<file path="src/rtl/pdl_burst_sched.sv">
// pdl_burst_sched: burst scheduler and shadow/active config controller for OUT_NUM pdl channels
// Ports: clk, reset (async, active-high); trigger (async external);
//        cfg_we/cfg_field/cfg_addr/cfg_data shadow writes; burst_num/burst_period sampled in LOAD;
//        ch_trig per-channel pulses; ch_dl/ch_wb active settings packed [N*i +: N];
//        busy, done, burst_idx, overrun status.
module pdl_burst_sched #(
    parameter int N       = 32,
    parameter int OUT_NUM = 8,
    parameter int AW      = 3,
    parameter int TRIG_HI = 4
) (
    input  logic                   clk,
    input  logic                   reset,
    input  logic                   trigger,
    input  logic                   cfg_we,
    input  logic [1:0]             cfg_field,
    input  logic [AW-1:0]          cfg_addr,
    input  logic [N-1:0]           cfg_data,
    input  logic [15:0]            burst_num,
    input  logic [N-1:0]           burst_period,
    output logic [OUT_NUM-1:0]     ch_trig,
    output logic [N*OUT_NUM-1:0]   ch_dl,
    output logic [N*OUT_NUM-1:0]   ch_wb,
    output logic                   busy,
    output logic                   done,
    output logic [15:0]            burst_idx,
    output logic                   overrun
);
    typedef enum logic [2:0] {IDLE, LOAD, FIRE, GAP, DONE} state_t;
    localparam logic [N-1:0] MIN_P   = N'(2 * TRIG_HI);
    localparam logic [N-1:0] HI_LAST = N'(TRIG_HI - 1);
    state_t state_q, state_d;
    logic [2:0] sync_q, sync_d;
    logic [OUT_NUM-1:0][N-1:0] sh_dl_q, sh_dl_d, sh_wb_q, sh_wb_d, act_dl_q, act_dl_d, act_wb_q, act_wb_d;
    logic [OUT_NUM-1:0] sh_mask_q, sh_mask_d, act_mask_q, act_mask_d, trig_q, trig_d;
    logic [15:0] bn_q, bn_d, idx_q, idx_d;
    logic [N-1:0] per_q, per_d, cnt_q, cnt_d;
    logic rise;
    assign rise      = sync_q[1] & ~sync_q[2];
    assign ch_trig   = trig_q;
    assign ch_dl     = act_dl_q;
    assign ch_wb     = act_wb_q;
    assign busy      = state_q != IDLE;
    assign done      = state_q == DONE;
    assign burst_idx = idx_q;
    assign overrun   = rise & (state_q != IDLE);
    always_comb begin
        state_d    = state_q;
        sync_d     = {sync_q[1:0], trigger};
        sh_dl_d    = sh_dl_q;
        sh_wb_d    = sh_wb_q;
        sh_mask_d  = sh_mask_q;
        act_dl_d   = act_dl_q;
        act_wb_d   = act_wb_q;
        act_mask_d = act_mask_q;
        bn_d       = bn_q;
        per_d      = per_q;
        cnt_d      = cnt_q;
        idx_d      = idx_q;
        if (cfg_we && int'(cfg_addr) < OUT_NUM) begin
            case (cfg_field)
                2'b00:   sh_dl_d[cfg_addr] = cfg_data;
                2'b01:   sh_wb_d[cfg_addr] = cfg_data;
                2'b10:   sh_mask_d = cfg_data[OUT_NUM-1:0];
                default: ;
            endcase
        end
        case (state_q)
            IDLE: state_d = rise ? LOAD : IDLE;
            LOAD: begin
                // commit uses the pre-edge shadow, so a write in this cycle waits for the next burst
                act_dl_d   = sh_dl_q;
                act_wb_d   = sh_wb_q;
                act_mask_d = sh_mask_q;
                bn_d       = burst_num;
                per_d      = (burst_period >= MIN_P) ? burst_period : MIN_P;
                cnt_d      = '0;
                idx_d      = '0;
                state_d    = (burst_num == 16'd0) ? DONE : FIRE;
            end
            FIRE: begin
                cnt_d   = cnt_q + 1'b1;
                state_d = (cnt_q == HI_LAST) ? GAP : FIRE;
            end
            GAP: begin
                if (cnt_q == per_q - 1'b1) begin
                    if (idx_q == bn_q - 16'd1) begin
                        state_d = DONE;
                    end else begin
                        idx_d   = idx_q + 16'd1;
                        cnt_d   = '0;
                        state_d = FIRE;
                    end
                end else begin
                    cnt_d = cnt_q + 1'b1;
                end
            end
            DONE:    state_d = IDLE;
            default: state_d = IDLE;
        endcase
        // registered from next state so pulses start on the LOAD->FIRE edge with no glitches
        trig_d = (state_d == FIRE) ? act_mask_d : '0;
    end
    always_ff @(posedge clk or posedge reset) begin
        if (reset) begin
            state_q    <= IDLE;
            sync_q     <= '0;
            sh_dl_q    <= '0;
            sh_wb_q    <= '0;
            sh_mask_q  <= '0;
            act_dl_q   <= '0;
            act_wb_q   <= '0;
            act_mask_q <= '0;
            trig_q     <= '0;
            bn_q       <= '0;
            per_q      <= '0;
            cnt_q      <= '0;
            idx_q      <= '0;
        end else begin
            state_q    <= state_d;
            sync_q     <= sync_d;
            sh_dl_q    <= sh_dl_d;
            sh_wb_q    <= sh_wb_d;
            sh_mask_q  <= sh_mask_d;
            act_dl_q   <= act_dl_d;
            act_wb_q   <= act_wb_d;
            act_mask_q <= act_mask_d;
            trig_q     <= trig_d;
            bn_q       <= bn_d;
            per_q      <= per_d;
            cnt_q      <= cnt_d;
            idx_q      <= idx_d;
        end
    end
endmodule

</file>
<file path="config.mk">
export PLATFORM = sky130hd
export DESIGN_NAME = pdl_burst_sched
export DESIGN_NICKNAME = d
export VERILOG_FILES = /design/src/rtl/pdl_burst_sched.sv
export SDC_FILE = /design/constraint.sdc
export NUM_CORES = 2
export LEC_CHECK = 0
export CORE_AREA = 2 2 343 277
export CTS_BUF_LIST = sky130_fd_sc_hd__clkbuf_4 sky130_fd_sc_hd__clkbuf_8
export CTS_CLUSTER_SIZE = 28
export DETAILED_ROUTE_END_ITERATION = 16
export DIE_AREA = 0 0 345 279
export DONT_BUFFER_PORTS = 1
export HOLD_SLACK_MARGIN = 0.08
export PLACE_DENSITY_LB_ADDON = 0.2
export SYNTH_ARGS = -nofsm -noshare
export SYNTH_HDL_FRONTEND = slang
export SYNTH_SLANG_ARGS = --single-unit
</file>
<file path="constraint.sdc">
create_clock -name clk -period 42.9 [get_ports clk]
set_clock_uncertainty 0.15 [all_clocks]
set_input_delay 8.58 -clock clk [delete_from_list [all_inputs] [get_ports clk]]
set_output_delay 8.58 -clock clk [all_outputs]
set_load 0.01 [all_outputs]
</file>
==> results.md <==
* Status: completed
* Syn nets at 4337
* Yosys warnings at 0
* Post-Synth Simple-Gate Area at 18.5%
* Total GRT Usage at 27.5%
* Fin. max-slew vios at 0
* Tcrit/Tclk final at 29.3%
* Post-synthesis sequential area ratio at 62.5%
* Net switching power figure at 747 µW
* First-pass GRT wire length at 199000 µm
* Die area at 96300 µm²
* Top-level port count at 628
* Root buf cell: clkbuf_8
* Pre-CTS setup slack at 29.18 ns
* Ranking of synthesized cells by area: dfrtp_1 63%, nand2_1 14%, mux2_2 13%, clkbuf_1 1.7%, xnor2_1 0.67%
* Sw Share at 28.0%
* Most numerous cell in the Yosys netlist: nand2_1
* Synth Area in XOR/XNOR at 1.13%
* Fillers at 8234
* Area delta synth->final at 10.0%
* Post-synth top cells: 1742 x nand2_1, 1150 x dfrtp_1, 521 x mux2_2, 205 x clkbuf_1, 50 x nor2_1
* Startpoint Class: primary input
* Sum of routed wire length over all layers at 133000 µm
* Measured slew at the worst slew-check pin at 1.24 ns
* Die H at 279 µm
* Vias in the first global route at 30088
* Pwr/cell area at 52.7 nW/µm²
* Internal at 1.92 mW
* Mapped Cells at 4244
* Minimum clock period at 12.56 ns
* Iter 0 DRT Violations at 2431
* FF/Latch Area at 28800 µm²
* Yosys top cell area share at 62.5%
* Vias at 30383
* Die Wd at 345 µm
* Pleak at 26.1 nW
* Area leader, netlist: dfrtp_1
* CP Class: primary input to async pin
* Synthesized area at 46000 µm²
* Reg power frac at 53.1%
* DPL Wire Length at 83200 µm
* Core Box Area at 92600 µm²
* Share of layout cells above drive strength 1 at 21.0%
* Hold/Removal Path Class: flip-flop to flip-flop
* Antenna violations before repair at 13
* Number of synthesized flops with an enable pin at 0
* Slew HR at 17.4%
* Finished Cell Area at 50600 µm²
* Comb pwr share at 10.9%
* Initial Util at 49.7%
* Postcts setup bufs at 0
* Post-route setup TNS at 0 ns
* H-Tree Depth at 4
* VDD IR-drop max at 0.0285 mV
* CP max FO at 175
* Proportion of synthesized area in mux cells at 13.0%
* Adder-cell share of the synthesized area at 0.109%
* Clock Tree Buf Depth at 3
* Setup slack after layout at 30.34 ns
* Crit end category: async pin
* Number of synthesized register bits at 1150
* Final hold viol count at 0
* Clock group share of total power at 36.0%
* Placer congestion estimate at 0.861
* GRT overflow at 0
* Largest family of logic cells by synthesized area: simple AND/OR/NAND/NOR gates
* DP Area at 46900 µm²
* Multi-input logic area at 16200 µm²
* Via-per-instance ratio at 5.47
* Routed Antenna Nets at 0
* Main synth FF type: dfrtp_1
* Data arrival time of the worst path at 13.22 ns
* Fmax at 79.6 MHz
* Fin util at 54.7%
* Power consumption at 2.67 mW
* WP data required at 43.56 ns
* Max-Cap Viols at 0
* Drt drc at 0
* Core Rows at 100
* Mean routed wirelength per cell at 23.9 µm
* Yosys cell types at 70
* Largest net degree at the start of global routing at 203
* TritonRoute pass-1 iters at 5
* # resized after CTS at 0
* Final setup viols at 0
* Synthesized area per cell at 10.8 µm²
* Nets at 4289
* RSZ-0062 raised after global routing: no
* Hold buffers post-CTS at 0
* Port bufs at 0
* Clk pin slew, worst setup/hold paths at 0.06 ns
* Compound-Gate Fraction of Synth Area at 2.19%
* Num CTS Buffers at 178
* Clock latency on the worst-skew pair at 0.86 ns
* CTS tree: built
* Asr flop ratio synth at 100%
* CTS sink cnt at 1150
[per-stage QoR]
stage,cells,hold WS (ns)
floorplan,4244,0.181
global placement,5240,0.195
detailed placement,5240,0.191
CTS,5546,0.204
global route,5550,0.214
finish,5553,0.204
[registers in the layout (all words and copies together), names as in the netlist, 8 cells and up]
| register | cells |
|---|---|
| sh_mask_q | 8 |
| cnt_q | 32 |
| bn_q | 16 |
| ch_wb | 256 |
| per_q | 32 |
| burst_idx | 16 |
| ch_dl | 256 |
| ch_trig | 8 |
| sh_dl_q | 256 |
| sh_wb_q | 256 |
| act_mask_q | 8 |
[cells in the final DEF (no fill, tap or decap), drive strengths merged, types with 4 or more instances in the layout]
| master | count |
|---|---|
| o21a | 4 |
| or2 | 5 |
| nor2b | 11 |
| diode | 7 |
| nand4b | 7 |
| clkinv | 8 |
| nand2b | 14 |
| a21o | 8 |
| xnor2 | 35 |
| o211ai | 9 |
| nand3 | 31 |
| dfrtp | 1150 |
| clkbuf | 286 |
| and3 | 32 |
| mux2 | 521 |
| mux2i | 11 |
| nor3b | 17 |
| nand3b | 5 |
| xor2 | 22 |
| nor4b | 8 |
| a22o | 5 |
| buf | 35 |
| o21ai | 32 |
| or4 | 11 |
| a21oi | 29 |
| nor3 | 42 |
| nand4 | 20 |
| ha | 4 |
| nand2 | 1742 |
| a221o | 4 |
| nor4 | 37 |
| or3 | 17 |
| and2 | 7 |
| nor2 | 50 |
| a211o | 18 |
| inv | 40 |
[kinds of logic after synthesis]
kind of cell / count (synthesis)
compound gates: 143
xor+xnor: 58
fa+ha+maj: 4
buf+inv: 292
flops: 1150
mux: 532
simple gates: 2065
[layer usage]
metal | wire (µm) | GRT usage (%) | up-vias
met5 | 0 | 0 | -
met1 | 54500 | 35.4 | 15504
met3 | 10600 | 8.89 | 230
met4 | 4130 | 9.35 | 0
met2 | 63300 | 44.2 | 893
li1 | - | - | 13756
[final cells by class]
class	count	area share [%]
Sequential cell	1150	56.8
Multi-Input combinational cell	2802	32.0
Clock buffer	286	6.87
Tap cell	1224	3.02
Timing Repair Buffer	35	0.593
Clock inverter	20	0.462
Inverter	29	0.230
Antenna cell	7	0.0346
[path summary, 6_finish.rpt]
| kind | slack [ns] | to | from | depth (start not counted) |
|---|---|---|---|---|
| setup / recovery | 30.34 | ch_dl[102] | reset | 6 |
| hold / removal | 0.20 | sync_q[1] | sync_q[0] | 0 |
| setup reg to reg | 37.79 | cnt_q[25] | per_q[0] | 11 |
| hold reg to reg | 0.20 | sync_q[1] | sync_q[0] | 0 |
| max in group clk | 32.14 | overrun | state_q[2] | 2 |
| min in group asynchronous | 7.53 | per_q[6] | reset | 1 |
[critical path, stage by stage]
cell and delay (ns):
inv_8 0.46, buf_4 0.64, buf_4 0.73, buf_12 0.74
buf_4 0.85, buf_4 0.90
[power groups by stage]
stage	logic (mW)	registers (mW)	clock network [mW]
after floorplan	0.265	1.37	0
after global routing	0.330	1.44	1.03
after CTS	0.293	1.42	0.977
final	0.291	1.42	0.960
after detailed placement	0.292	1.43	0
after global placement	0.281	1.43	0
Note: power is estimated with default switching activity, not from simulation.
